--- src/rtl/wb_pkg.sv ---
// Writeback unit shared types: FSM state and load size/sign encodings.
package wb_pkg;

  typedef enum logic {
    IDLE,
    LOAD_WAIT
  } wb_state_e;

  localparam logic [2:0] F3_LB  = 3'b000;
  localparam logic [2:0] F3_LH  = 3'b001;
  localparam logic [2:0] F3_LW  = 3'b010;
  localparam logic [2:0] F3_LBU = 3'b100;
  localparam logic [2:0] F3_LHU = 3'b101;

endpackage

--- src/rtl/writeback_unit_if.sv ---
// Memory-stage handshake, data-memory response and register-file write port.
interface writeback_unit_if;

  logic        in_valid;
  logic        in_ready;
  logic        in_reg_write;
  logic [4:0]  in_rd;
  logic [31:0] in_result;
  logic        in_is_load;
  logic [2:0]  in_funct3;
  logic [1:0]  in_addr_lo;
  logic        mem_rvalid;
  logic [31:0] mem_rdata;
  logic        rf_we;
  logic [4:0]  rf_addr;
  logic [31:0] rf_wdata;
  logic        load_err;
  logic [31:0] retire_count;

  modport slave (
    input  in_valid, in_reg_write, in_rd,
    input  in_result, in_is_load, in_funct3,
    input  in_addr_lo, mem_rvalid, mem_rdata,
    output in_ready, rf_we, rf_addr,
    output rf_wdata, load_err, retire_count
  );

  modport master (
    output in_valid, in_reg_write, in_rd,
    output in_result, in_is_load, in_funct3,
    output in_addr_lo, mem_rvalid, mem_rdata,
    input  in_ready, rf_we, rf_addr,
    input  rf_wdata, load_err, retire_count
  );

endinterface

--- src/rtl/writeback_unit_load_extend.sv ---
// Byte/halfword lane select and sign/zero extension of a load word.
module load_extend
  import wb_pkg::*;
(
  input  logic [2:0]  funct3_i,
  input  logic [1:0]  addr_lo_i,
  input  logic [31:0] rdata_i,
  output logic [31:0] data_o,
  output logic        err_o
);

  logic [7:0]  byte_s;
  logic [15:0] half_s;

  always_comb begin
    byte_s = rdata_i[7:0];
    unique case (addr_lo_i)
      2'd0: byte_s = rdata_i[7:0];
      2'd1: byte_s = rdata_i[15:8];
      2'd2: byte_s = rdata_i[23:16];
      2'd3: byte_s = rdata_i[31:24];
      default: byte_s = rdata_i[7:0];
    endcase
  end

  assign half_s = addr_lo_i[1] ? rdata_i[31:16]
                               : rdata_i[15:0];

  always_comb begin
    data_o = rdata_i;
    err_o  = 1'b0;
    unique case (funct3_i)
      F3_LB:  data_o = {{24{byte_s[7]}}, byte_s};
      F3_LBU: data_o = {24'd0, byte_s};
      F3_LH: begin
        data_o = {{16{half_s[15]}}, half_s};
        err_o  = addr_lo_i[0];
      end
      F3_LHU: begin
        data_o = {16'd0, half_s};
        err_o  = addr_lo_i[0];
      end
      F3_LW:  err_o = (addr_lo_i != 2'd0);
      default: err_o = 1'b1;
    endcase
  end

endmodule

--- src/rtl/writeback_unit.sv ---
// Writeback stage: registered RF write port, load wait FSM, retire counter.
module writeback_unit
  import wb_pkg::*;
(
  input  logic clk,
  input  logic rst,
  writeback_unit_if.slave bus
);

  wb_state_e   state_q, state_d;
  logic [4:0]  rd_q, rd_d;
  logic        rw_q, rw_d;
  logic [2:0]  f3_q, f3_d;
  logic [1:0]  alo_q, alo_d;
  logic        we_q, we_d;
  logic [4:0]  addr_q, addr_d;
  logic [31:0] wdata_q, wdata_d;
  logic        err_q, err_d;
  logic [31:0] cnt_q, cnt_d;
  logic [31:0] ext_data;
  logic        ext_err;

  load_extend u_ext (
    .funct3_i  (f3_q),
    .addr_lo_i (alo_q),
    .rdata_i   (bus.mem_rdata),
    .data_o    (ext_data),
    .err_o     (ext_err)
  );

  always_comb begin
    state_d = state_q;
    rd_d    = rd_q;
    rw_d    = rw_q;
    f3_d    = f3_q;
    alo_d   = alo_q;
    we_d    = 1'b0;
    addr_d  = addr_q;
    wdata_d = wdata_q;
    err_d   = err_q;
    cnt_d   = cnt_q;
    unique case (state_q)
      IDLE: begin
        // A response with no load outstanding is a protocol error
        if (bus.mem_rvalid) err_d = 1'b1;
        if (bus.in_valid) begin
          if (bus.in_is_load) begin
            rd_d    = bus.in_rd;
            rw_d    = bus.in_reg_write;
            f3_d    = bus.in_funct3;
            alo_d   = bus.in_addr_lo;
            state_d = LOAD_WAIT;
          end else begin
            we_d    = bus.in_reg_write && (bus.in_rd != 5'd0);
            addr_d  = bus.in_rd;
            wdata_d = bus.in_result;
            cnt_d   = cnt_q + 32'd1;
          end
        end
      end
      LOAD_WAIT: begin
        if (bus.mem_rvalid) begin
          state_d = IDLE;
          we_d    = rw_q && (rd_q != 5'd0) && !ext_err;
          addr_d  = rd_q;
          wdata_d = ext_data;
          err_d   = err_q | ext_err;
          cnt_d   = cnt_q + 32'd1;
        end
      end
      default: state_d = IDLE;
    endcase
  end

  always_ff @(posedge clk) begin
    if (rst) begin
      state_q <= IDLE;
      rd_q    <= 5'd0;
      rw_q    <= 1'b0;
      f3_q    <= 3'd0;
      alo_q   <= 2'd0;
      we_q    <= 1'b0;
      addr_q  <= 5'd0;
      wdata_q <= 32'd0;
      err_q   <= 1'b0;
      cnt_q   <= 32'd0;
    end else begin
      state_q <= state_d;
      rd_q    <= rd_d;
      rw_q    <= rw_d;
      f3_q    <= f3_d;
      alo_q   <= alo_d;
      we_q    <= we_d;
      addr_q  <= addr_d;
      wdata_q <= wdata_d;
      err_q   <= err_d;
      cnt_q   <= cnt_d;
    end
  end

  assign bus.in_ready     = (state_q == IDLE);
  assign bus.rf_we        = we_q;
  assign bus.rf_addr      = addr_q;
  assign bus.rf_wdata     = wdata_q;
  assign bus.load_err     = err_q;
  assign bus.retire_count = cnt_q;

endmodule
--- src/flat_wrapper.sv ---
// flat-port wrapper written by rule: the top's interface ports become plain ports
module writeback_unit_flat import wb_pkg::*;
  (clk, rst, bus_in_valid, bus_in_reg_write, bus_in_rd, bus_in_result, bus_in_is_load, bus_in_funct3, bus_in_addr_lo, bus_mem_rvalid, bus_mem_rdata, bus_in_ready, bus_rf_we, bus_rf_addr, bus_rf_wdata, bus_load_err, bus_retire_count);
  writeback_unit_if bus_i ();
  input  logic clk;
  input  logic rst;
  input wire logic [$bits(bus_i.in_valid)-1:0] bus_in_valid;
  input wire logic [$bits(bus_i.in_reg_write)-1:0] bus_in_reg_write;
  input wire logic [$bits(bus_i.in_rd)-1:0] bus_in_rd;
  input wire logic [$bits(bus_i.in_result)-1:0] bus_in_result;
  input wire logic [$bits(bus_i.in_is_load)-1:0] bus_in_is_load;
  input wire logic [$bits(bus_i.in_funct3)-1:0] bus_in_funct3;
  input wire logic [$bits(bus_i.in_addr_lo)-1:0] bus_in_addr_lo;
  input wire logic [$bits(bus_i.mem_rvalid)-1:0] bus_mem_rvalid;
  input wire logic [$bits(bus_i.mem_rdata)-1:0] bus_mem_rdata;
  output wire logic [$bits(bus_i.in_ready)-1:0] bus_in_ready;
  output wire logic [$bits(bus_i.rf_we)-1:0] bus_rf_we;
  output wire logic [$bits(bus_i.rf_addr)-1:0] bus_rf_addr;
  output wire logic [$bits(bus_i.rf_wdata)-1:0] bus_rf_wdata;
  output wire logic [$bits(bus_i.load_err)-1:0] bus_load_err;
  output wire logic [$bits(bus_i.retire_count)-1:0] bus_retire_count;
  assign bus_i.in_valid = bus_in_valid;
  assign bus_i.in_reg_write = bus_in_reg_write;
  assign bus_i.in_rd = bus_in_rd;
  assign bus_i.in_result = bus_in_result;
  assign bus_i.in_is_load = bus_in_is_load;
  assign bus_i.in_funct3 = bus_in_funct3;
  assign bus_i.in_addr_lo = bus_in_addr_lo;
  assign bus_i.mem_rvalid = bus_mem_rvalid;
  assign bus_i.mem_rdata = bus_mem_rdata;
  assign bus_in_ready = bus_i.in_ready;
  assign bus_rf_we = bus_i.rf_we;
  assign bus_rf_addr = bus_i.rf_addr;
  assign bus_rf_wdata = bus_i.rf_wdata;
  assign bus_load_err = bus_i.load_err;
  assign bus_retire_count = bus_i.retire_count;
  writeback_unit u_core (.clk(clk), .rst(rst), .bus(bus_i));
endmodule
--- config.mk ---
export PLATFORM = sky130hd
export DESIGN_NAME = writeback_unit_flat
export DESIGN_NICKNAME = d
export VERILOG_FILES = /design/src/rtl/wb_pkg.sv /design/src/rtl/writeback_unit_if.sv /design/src/rtl/writeback_unit_load_extend.sv /design/src/rtl/writeback_unit.sv /design/src/flat_wrapper.sv
export SDC_FILE = /design/constraint.sdc
export NUM_CORES = 1
export LEC_CHECK = 0
export ABC_AREA = 1
export BUFFER_PORTS_ARGS = -buffer_cell sky130_fd_sc_hd__clkbuf_2
export CORE_MARGIN = 3
export CORE_UTILIZATION = 25
export DETAILED_ROUTE_END_ITERATION = 8
export GPL_ROUTABILITY_DRIVEN = 0
export PLACE_DENSITY_LB_ADDON = 0.12
export SLEW_MARGIN = 20
export SYNTH_ARGS = -nofsm -noshare
export SYNTH_HDL_FRONTEND = slang
export SYNTH_SLANG_ARGS = --single-unit
--- constraint.sdc ---
create_clock -name clk -period 1.41 [get_ports clk]
set_input_delay 0.3525 -clock clk [delete_from_list [all_inputs] [get_ports clk]]
set_output_delay 0.3525 -clock clk [all_outputs]
set_load 0.005 [all_outputs]
== Word level (Yosys, flattened, before mapping) ==
Cells that the tools add are included.
Word-level totals
  bits in registers: 83
  input bits: 80
  output and inout port bits: 72
Cells by class
  add/subtract/negate cells: 1
  eq/ne operators: 11
  muxes and demuxes: 27
  bitwise logic cells: 2
  reductions and logical operators: 14
Operators by type and width (count)
  $mux W32: 6
  $pmux W32 S2: 2
  $pmux W32 S4: 1
  $add A32 B1 Y32 const B: 1
  $pmux W8 S4: 1
  $mux W16: 1
  $mux W5: 3
  $pmux W5 S2: 1
  $reduce_bool A5 Y1: 2
  $mux W1: 8
  $ne A2 B2 Y1 const B: 4
  $eq A3 B3 Y1 const B: 2
  $pmux W1 S2: 3
  $reduce_and A3 Y1: 2
  $eq A2 B2 Y1 const B: 2
  $reduce_or A2 Y1: 2
  $eq A3 B1 Y1 const B: 1
  $eq A3 B2 Y1 const B: 1
  $logic_and A1 B1 Y1: 3
  $logic_not A3 Y1: 1
  $pmux W1 S3: 1
  $eq A2 B1 Y1 const B: 1
  $logic_not A2 Y1: 1
  $reduce_and A2 Y1: 1
  4 further kinds: 4

== Longest topological paths before layout ==
Gate-level depths: netlist (run 1).
  depth after elaboration: 7
  gate-level depth with buffers: 12
  gate-level depth less buffers: 11

== Cells and area by module ==
Synthesis (run 1) repeated with hierarchy kept, for this count alone.
Second synthesis, totals
  cells, all modules: 749
  area, all modules: 4687.0 um^2
By module, submodules not included
  writeback_unit: instances 1, cells each 572, area an instance 3848.7 um^2, seq. area each 1661.6 um^2
  load_extend: instances 1, cells each 177, area an instance 838.3 um^2, seq. area each 0.0 um^2

== Worst setup path after synthesis (run 1) ==
OpenSTA, ideal clock, no wires.
  kind: register to register
  from: register u_core.cnt_q[1], in the netlist u_core.bus.retire_count[1]
  to: register u_core.cnt_q[16], in the netlist u_core.bus.retire_count[16]
  setup time: 71 ps
  data arrival time: 1384 ps
  data required time: 1339 ps
  path slack: -45 ps
  cell stages (with the launch flop): 9
  period minus slack after synthesis: 1455 ps
  cell sequence: dfxtp_1 > ha_1 > inv_1 > nor2_2 > nand2_1 > nor2_1 > xor2_1 > nand2_1 > a21oi_1
Between the ends
  longest elaborated chain between the ends: 4
  elaborated cells between the ends (all ways): 5
Ends and longest elaborated chain
  start, declared: line writeback_unit.sv:19  | logic [31:0] cnt_q, cnt_d;
  start signal, assigned: line writeback_unit.sv:97  | cnt_q <= cnt_d;
  $add A32 B1 Y32 *: line writeback_unit.sv:57, writeback_unit.sv:68
  $mux W32: line writeback_unit.sv:47  | if (bus.in_is_load) begin
  $mux W32: line writeback_unit.sv:46  | if (bus.in_valid) begin
  $pmux W32 S2 *: line writeback_unit.sv:42  | unique case (state_q)
Mark *: on every way between the ends. The rest lies on a longest branch, timed or not. The select of a mux whose other input is x is not followed.
A chain may end at the register's enable or synchronous reset.

== Final worst setup path (run 1) ==
  from: register u_core.cnt_q[1], in the netlist u_core.bus.retire_count[1]
  to: output bus_retire_count[1]
RTL lines
  end, declared: line flat_wrapper.sv:21  | output wire logic [$bits(bus_i.retire_count)-1:0] bus_retire_count;
No word-level cell between the ends.

==> results of run 1 <==
## routing by layer
layer	track usage [%]	vias to the layer above	part of all wire [%]
li1	-	2929	-
met1	22.9	2402	47
met2	27.7	152	45
met3	5.52	16	6.8
met4	3.63	0	1.2
met5	0	-	0
## placed cells by master, fill, tap and decap left out, types with 5 or more instances in the layout
cell / netlist / layout
nand2_1: 226 / 208
clkbuf_2: 0 / 151
buf_4: 4 / 94
a21oi_1: 94 / 81
dfxtp_1: 83 / 63
o21ai_0: 59 / 55
nor2_1: 75 / 52
nand3_1: 52 / 47
inv_1: 42 / 39
or2_2: 24 / 24
nor2_2: 4 / 21
nand2_2: 2 / 18
dfxtp_2: 0 / 16
a21oi_2: 0 / 13
nor2_4: 4 / 10
clkbuf_16: 0 / 10
buf_6: 4 / 8
a22oi_1: 7 / 7
nand3_2: 1 / 6
nand2_4: 4 / 6
a31oi_1: 6 / 6
xor2_1: 6 / 6
nor3_1: 5 / 5
buf_12: 0 / 5
## power breakdown
| group | internal [mW] | total [mW] | leakage (nW) | switching (mW) |
|---|---|---|---|---|
| Sequential | 2.48 | 2.56 | 0.690 | 0.0828 |
| Clock | 1.75 | 2.83 | 0.170 | 1.08 |
| Combinational | 0.576 | 1.28 | 2.39 | 0.705 |
## worst max-delay path: stages (launching register included)
cell and delay [ns]:
dfxtp_2 0.33, buf_6 0.12, buf_4 0.13, clkbuf_2 0.10
## repair_timing
item / 4_1_cts / 5_1_grt
endpoints found under the setup margin: 17 / 63
buffers inserted: 0 / 12
cloned: 0 / 1
pin swaps: 0 / 28
gates resized for setup: 14 / 101
## layout make-up
type | count | area (µm²) | area share [%]
Sequential cell | 83 | 1700 | 23.6
Multi-Input combinational cell | 584 | 2980 | 41.4
Clock inverter | 7 | 125 | 1.74
Inverter | 47 | 194 | 2.70
Tap cell | 234 | 293 | 4.07
Timing Repair Buffer | 259 | 1680 | 23.3
Clock buffer | 9 | 225 | 3.13
## metrics by stage
step                utilization (%)  area (µm²)  setup slack [ns]  instances
global route                   38.3        7190           -0.0558       1223
floorplan                         -        4800            0.0187        751
finish                         38.3        7190            0.0315       1223
global placement               34.2        6410           -0.0945       1194
detailed placement             34.2        6410            -0.108       1194
CTS                            36.2        6800           -0.0290       1210
## cells by family (layout without fill, tap and decap cells)
group,after synthesis,count (layout),synth area share [%]
AOI/OAI and AO/OA,174,174,19.1
xor gates and xnor gates,7,7,1.28
adders and majority gates,1,1,0.261
buffers and inverters,84,322,7.93
DFF,83,83,34.7
and+or+nand+nor,402,402,36.8
## sequential cells by signal (all words and copies together) (netlist names)
register	cells
u_core.bus.retire_count	32
u_core.alo_q	2
u_core.bus.rf_we	1
u_core.rd_q	5
u_core.state_q	1
u_core.rw_q	1
u_core.bus.load_err	1
u_core.bus.rf_addr	5
u_core.f3_q	3
u_core.bus.rf_wdata	32
## cells in the mapped netlist, types with 2 or more instances
library cell / number / area (µm²)
nand3_1: 52 / 260
nor3_1: 5 / 25.0
nand2_2: 2 / 12.5
dfxtp_1: 83 / 1660
o211ai_1: 2 / 15.0
a22oi_1: 7 / 52.6
nor2_4: 4 / 45.0
nor2_1: 75 / 282
buf_4: 4 / 30.0
buf_6: 4 / 45.0
a21oi_1: 94 / 470
nand2_1: 226 / 848
a31oi_1: 6 / 37.5
xor2_1: 6 / 52.6
inv_1: 42 / 158
o221ai_1: 2 / 17.5
nor2_8: 2 / 40.0
buf_2: 11 / 55.1
nor2_2: 4 / 25.0
nand2_4: 4 / 45.0
or2_2: 24 / 150
clkbuf_1: 17 / 63.8
inv_2: 3 / 11.3
nand3b_1: 2 / 15.0
o21ai_0: 59 / 295
## worst max-delay path by stage
| stage | slack (ns) | cells after the start | startpoint | end |
|---|---|---|---|---|
| 6_report | 0.03 | 3 | u_core.bus.retire_count[1] | bus_retire_count[1] |
| 5_1_grt | -0.06 | 7 | u_core.bus.retire_count[8] | u_core.bus.retire_count[10] |
| 4_1_cts | -0.03 | 3 | u_core.state_q | bus_in_ready |
| 3_5_place_dp | -0.11 | 10 | bus_in_is_load | u_core.bus.rf_wdata[6] |
| 3_3_place_gp | -0.09 | 10 | bus_in_is_load | u_core.bus.rf_wdata[6] |
| 2_1_floorplan | 0.02 | 8 | u_core.bus.retire_count[0] | u_core.bus.retire_count[16] |
==> flow_summary.yaml, run 1 <==
run_status:
  status: "completed"
synthesis:
  synth_area_per_cell_um2: 6.38
  synth.distinct_cells: 36
  synthesis.nets: 832
  syn-cell-area_um2: 4790
  synth_edf_count: 0
  synthCells: 751
  synth-seq-cells: 83
  ys_async_sr_fraction_pct: 0
  synth_ff_type: "dfxtp_1"
  ys_warn_count: 0
  ys_seq_area_share_pct: 34.7
clocking:
  cts.path.max_buffers: 2
  path_clk_slew_ns: 0.06
  htree_num_levels: 3
  cts_root_buf: "clkbuf_16"
  ctsHoldBuffers: 0
  cts_buffers: 9
  clk-insertion-delay-late_ns: 0.35
  cts_tree: "done"
  clock_sinks: 83
setup_path:
  critPathKind: "flip-flop to output pin"
  critPathMaxFanout: 4
  regToRegSetupSlack_ns: 0.06
  reg2reg_to: "u_core.bus.retire_count[21]"
  r2r_start: "u_core.state_q"
  crit_arrival_ns: 1.03
  required_ns: 1.06
  endpoint_kind: "output pin"
  setup.worst_path.start_class: "flip-flop"
  rr_worst_depth: 11
routing:
  drc: 0
  drt-total-wl_um: 18100
  first_pass_iters: 5
  vias: 5499
  antenna_left: 0
  routedWlPerCell_um: 14.8
  drtIter0Drc: 238
  via_per_inst: 4.50
grt:
  grt_pass1_wl_um: 28300
  track_usage_pct: 17.3
  overflow: 0
  grt_max_degree: 46
  grt_pass1_vias: 5323
  antenna_found_initial: 0
timing:
  grt_setup_unrepaired: "yes"
  setup_viol: 0
  clock_skew_ns: 0.0106
  whs_ns: 0.259
  worstMarginPinSlew_ns: 0.338
  setup-tns-final_ns: 0
  drv_slew: 0
  period_share_pct: 97.8
  period_needed_ns: 1.38
  fmax_ghz: 0.725
  max-slew-margin-rel_pct: 77.3
  hold_viol: 0
floorplan:
  rows: 50
  coreArea_um2: 18800
  fp.dieH_um: 144
  dieWidth_um: 144
  dieArea_um2: 20900
  start_util_pct: 25.5
  io_pins: 152
final_layout:
  drive_gt1_share_pct: 41.1
  diodes: 0
  nFillCells: 2050
  area_growth_pct: 49.9
  final_nets: 1065
power:
  power_density_nw_per_um2: 928
  ir_worst_vdd_uv: 624
  power.total_mw: 6.67
  p_leak_nw: 3.25
placed_design:
  hpwlAfterDp_um: 14000
  io_buffers: 151
min_path:
  hold_start: "bus_in_reg_write"
  holdPathEnd: "u_core.rw_q"
  min_path_type: "input port to flip-flop"
  whs_path_depth: 3
run:
  maxCapViolCount: 0
(Power assumes the default switching activity.)
==> run 2, diff against run 1 <==
--- a/config.mk
+++ b/config.mk
@@ -12,6 +12,7 @@
 export DETAILED_ROUTE_END_ITERATION = 8
 export GPL_ROUTABILITY_DRIVEN = 0
 export PLACE_DENSITY_LB_ADDON = 0.12
+export RECOVER_POWER = 25
 export SLEW_MARGIN = 20
 export SYNTH_ARGS = -nofsm -noshare
 export SYNTH_HDL_FRONTEND = slang
==> run 2 against run 1 <==
Net effect:
- wire length fell by 0.18%
- clock power barely moved
- critical path depth did not move
- non-clock buffer count did not move
- fmax rose by 0.24%
- clock-buffer cell count did not move
- critical endpoint unchanged
- total power fell by 0.27%
- first-iteration DRC count rose by 0.42%
- setup slack improved by 0.0032 ns
==> flow_summary.yaml, run 2 (synthesized netlist as in run 1, its figures left out) <==
run_status:
  status: "completed"
timing:
  whs_ns: 0.260
  grt_setup_unrepaired: "yes"
  period_needed_ns: 1.38
  hold_viol: 0
  fmax_ghz: 0.727
  drv_slew: 0
  worstMarginPinSlew_ns: 0.355
  max-slew-margin-rel_pct: 76.2
  fin_ws_ns: 0.0347
  setup_viol: 0
  clock_skew_ns: 0.0104
  period_share_pct: 97.5
clocking:
  cts_buffers: 9
  cts_root_buf: "clkbuf_16"
  htree_num_levels: 3
  clk-insertion-delay-late_ns: 0.35
  cts_tree: "done"
  path_clk_slew_ns: 0.07
  ctsHoldBuffers: 0
  clock_sinks: 83
  cts.path.max_buffers: 2
power:
  power_density_nw_per_um2: 928
  p_leak_nw: 3.19
  ir_worst_vdd_uv: 627
  pwr-share-seq_pct: 38.4
  p_sw_share_pct: 28.0
  internal_power_mw: 4.79
  p_switching_mw: 1.87
  combPwrFrac_pct: 19.1
  clockPowerShare_pct: 42.5
setup_path:
  r2r_start: "u_core.state_q"
  setup.worst_path.start_class: "flip-flop"
  crit_buf_inv: 3
  cp_cell_sequence: "buf_6 -> buf_4 -> clkbuf_2"
  critical-path-max-stage-delay_ns: 0.33
  crit_family: "buffers and inverters"
  required_ns: 1.06
  slowest_stage: "dfxtp_2"
  critPathLaunch: "u_core.bus.retire_count[1]"
  endpoint_kind: "output pin"
  critPathMaxFanout: 4
  critPathKind: "flip-flop to output pin"
  crit_arrival_ns: 1.02
grt:
  antenna_found_initial: 0
  grt_max_degree: 46
  overflow: 0
  track_usage_pct: 17.3
  grt_pass1_vias: 5323
  grt_pass1_wl_um: 28300
routing:
  routedWlPerCell_um: 14.7
  drt-total-wl_um: 18000
  first_pass_iters: 4
  vias: 5470
  antenna_left: 0
  drc: 0
  via_per_inst: 4.47
  drtIter0Drc: 239
floorplan:
  rows: 50
  fp.dieH_um: 144
  dieWidth_um: 144
  coreArea_um2: 18800
  io_pins: 152
  start_util_pct: 25.5
  dieArea_um2: 20900
final_layout:
  final_common_cell: "nand2_1"
  final_nets: 1065
  diodes: 0
  area_growth_pct: 49.5
  most-common-layout-cells: "nand2_1 (208), clkbuf_2 (135), buf_4 (93)"
  drive_gt1_share_pct: 39.3
min_path:
  min_path_type: "input port to flip-flop"
  hold_start: "bus_in_reg_write"
run:
  maxCapViolCount: 0
placed_design:
  dp_slack_ns: -0.108
  io_buffers: 151
  hpwlAfterDp_um: 14000
[run 2: cell types whose count changed in the layout (fill, tap and decap cells not counted), sizes merged]
cell / change
clkbuf: +1
buf: -1
[run 2: per-layer routing]
metal	vias to the layer above	GRT usage, %	part of all wire, %
li1	2927	-	-
met1	2396	22.9	48
met2	133	27.7	45
met3	14	5.52	6.1
met4	0	3.63	1.1
met5	-	0	0
[run 2: final cells by class]
| class | instances | area (µm²) |
|---|---|---|
| repair buffers | 259 | 1650 |
| inverters | 47 | 194 |
| flip-flops and latches | 83 | 1700 |
| well taps | 234 | 293 |
| multi-input cells | 584 | 2980 |
| clock buffers | 9 | 225 |
| fillers | 2060 | 11600 |
| clock inverters | 7 | 125 |
[run 2: worst reg2reg max path: cells and delay by family (launching register included)]
kind / cells / cell delay [ns]
buffers and inverters: 3 / 0.27
DFF: 1 / 0.36
and+or+nand+nor: 8 / 0.61
[run 2: power groups by stage]
stage	registers [mW]	logic (mW)	clock network [mW]
after global routing	2.57	1.41	3.02
final	2.56	1.27	2.83
after floorplan	2.61	0.611	0
after detailed placement	2.61	1.19	0
after global placement	2.62	1.19	0
after CTS	2.56	1.20	2.92
[run 2: final timing paths]
check,cells after the start,slack (ns),end
setup reg to reg,11,0.06,u_core.bus.retire_count[21]
hold reg to reg,2,0.47,u_core.rw_q
setup / recovery,3,0.03,bus_retire_count[1]
hold / removal,3,0.26,u_core.rw_q
[run 2: through the flow]
step,TNS [ns],power [mW],utilization [%],instance area [µm²],cells
4_1_cts,-0.0290,6.68,36.2,6800,1210
3_3_place_gp,-1.07,3.81,34.2,6410,1194
5_1_grt,-0.498,7.01,38.2,7170,1223
6_report,0,6.65,38.2,7170,1223
3_5_place_dp,-1.78,3.79,34.2,6410,1194
2_1_floorplan,0,3.22,-,4800,751
[run 2: what timing repair did]
item                       in CTS  in global routing
hold endpoints to repair        0                  0
setup buffers                   0                 12
pin swaps                       0                 28
resized for setup              14                101
setup endpoints to repair      17                 63
gates cloned                    0                  1
==> run 3, diff against run 2 <==
--- a/config.mk
+++ b/config.mk
@@ -8,7 +8,7 @@
 export ABC_AREA = 1
 export BUFFER_PORTS_ARGS = -buffer_cell sky130_fd_sc_hd__clkbuf_2
 export CORE_MARGIN = 3
-export CORE_UTILIZATION = 25
+export CORE_UTILIZATION = 45
 export DETAILED_ROUTE_END_ITERATION = 8
 export GPL_ROUTABILITY_DRIVEN = 0
 export PLACE_DENSITY_LB_ADDON = 0.12
==> run 3 against run 2 <==
Net effect:
- the flow now finishes with violations (negative setup slack)
- worst hold slack worse by 0.018 ns
- first-iteration DRC count grew 50%
- combinational power increased by 4%
- final area decreased by 2.8%
- clock-buffer cell count grew 1
- via count increased by 5.5%
- non-clock buffer count down 23
- clock power is 33% lower
- critical path depth up 5
- wire length fell by 7.9%
- utilization is 29 points higher
- register-to-register slack worse by 0.06 ns
- critical path type is now flip-flop to flip-flop
- critical endpoint is now u_core.bus.rf_wdata[18]
==> flow_summary.yaml, run 3 (synthesized netlist as in run 1, its figures left out) <==
run_status:
  status: "finished with violations"
  violations: "negative setup slack"
grt:
  grt_pass1_wl_um: 25200
  track_usage_pct: 26.6
  antenna_found_initial: 0
  grt_max_degree: 48
  overflow: 0
  grt_pass1_vias: 5374
setup_path:
  endpoint_kind: "flip-flop"
  required_ns: 1.66
  rr_worst_depth: 8
  critPathKind: "flip-flop to flip-flop"
  critPathMaxFanout: 12
  crit_arrival_ns: 1.66
  r2r_start: "u_core.alo_q[1]"
  critPathLaunch: "u_core.alo_q[1]"
  setup.worst_path.start_class: "flip-flop"
  crit_end: "u_core.bus.rf_wdata[18]"
  reg2reg_to: "u_core.bus.rf_wdata[18]"
  regToRegSetupSlack_ns: -0.003
clocking:
  cts_tree: "done"
  cts_buffers: 9
  cts.path.max_buffers: 2
  htree_num_levels: 3
  clock_sinks: 83
  clk-insertion-delay-late_ns: 0.36
  cts_root_buf: "clkbuf_8"
  path_clk_slew_ns: 0.09
timing:
  period_share_pct: 100
  fmax_ghz: 0.708
  worstMarginPinSlew_ns: 0.367
  setup-tns-final_ns: -0.00279
  hold_viol: 0
  drv_slew: 0
  clock_skew_ns: 0.0111
  period_needed_ns: 1.41
  whs_ns: 0.242
  setup_viol: 1
  grt_setup_unrepaired: "yes"
  max-slew-margin-rel_pct: 75.5
  fin_ws_ns: -0.00279
final_layout:
  diodes: 0
  multi_input_area_um2: 3120
  most-common-layout-cells: "nand2_1 (195), clkbuf_2 (151), a21oi_1 (84)"
  seqCellArea_um2: 1710
  final_util_pct: 67.5
  final_nets: 1042
  fin_cells: 1102
  nFillCells: 934
  final_common_cell: "nand2_1"
  area_growth_pct: 45.3
  drive_gt1_share_pct: 42.7
min_path:
  whs_path_depth: 3
  min_path_type: "input port to flip-flop"
routing:
  first_pass_iters: 6
  antenna_left: 0
  drc: 0
  drt-total-wl_um: 16600
  routedWlPerCell_um: 15.1
  drtIter0Drc: 358
  via_per_inst: 5.24
  vias: 5772
floorplan:
  fp.dieH_um: 109
  io_pins: 152
  dieArea_um2: 11900
  rows: 37
  start_util_pct: 46.4
  dieWidth_um: 109
  coreArea_um2: 10300
run:
  maxCapViolCount: 0
power:
  power_density_nw_per_um2: 828
  ir_worst_vdd_uv: 591
  p_leak_nw: 3.11
placed_design:
  hpwlAfterDp_um: 11900
  place_inst: 1075
  io_buffers: 151
[run 3: changes by cell type in the layout (fill, tap and decap cells not counted), sizes merged]
cell    change
clkbuf      +2
buf        -24
inv         -2
clkinv      +2
bufinv      -1
[run 3: area by class of cell]
class                           instances  share of cell area [%]
Multi-Input combinational cell        584                    44.7
Sequential cell                        83                    24.6
Timing Repair Buffer                  236                    22.4
Inverter                               47                    2.86
Tap cell                              136                    2.44
Clock buffer                           10                    1.83
Clock inverter                          6                    1.15
[run 3: metrics by stage]
step | worst slack [ns] | cell area, µm² | total power, mW
6_report | -0.00279 | 6960 | 5.77
3_3_place_gp | -0.0369 | 6170 | 3.69
5_1_grt | -0.0939 | 6960 | 6.02
2_1_floorplan | 0.0187 | 4800 | 3.22
3_5_place_dp | -0.0587 | 6170 | 3.71
4_1_cts | -0.0268 | 6420 | 5.58
[run 3: critical path, stage by stage (launching register included)]
cell,delay (ns)
dfxtp_4,0.40
inv_4,0.06
nand2_2,0.06
nand4_1,0.20
nand3_4,0.18
clkbuf_16,0.18
nand3_1,0.07
nand2_1,0.09
a21oi_2,0.05
[run 3: worst min-delay path by stage]
stage	startpoint	to	slack (ns)
after floorplan	u_core.rw_q	u_core.rw_q	0.45
after global placement	u_core.rw_q	u_core.rw_q	0.46
after detailed placement	u_core.rw_q	u_core.rw_q	0.47
after global routing	bus_in_rd[0]	u_core.rd_q[0]	0.25
after CTS	bus_in_rd[0]	u_core.rd_q[0]	0.24
final	bus_in_rd[0]	u_core.rd_q[0]	0.24
[run 3: report_power, final]
group          total [mW]  internal, mW  switching, mW
logic                1.32         0.589          0.729
clock network        1.90         0.987          0.910
registers            2.55          2.47         0.0861
[run 3: repair_timing]
action,CTS,global route
hold buffers,0,0
pin swaps,6,25
resized for setup,15,140
setup buffers,3,6
endpoints found under the setup margin,46,59
cloned,0,3
[run 3: layer usage]
| layer | GRT usage, % | up-vias | wire length [µm] |
|---|---|---|---|
| met2 | 45.7 | 233 | 8130 |
| met3 | 5.27 | 36 | 1170 |
| li1 | - | 2881 | - |
| met1 | 32.7 | 2622 | 6820 |
| met4 | 10.1 | 0 | 484 |
| met5 | 0 | - | 0 |
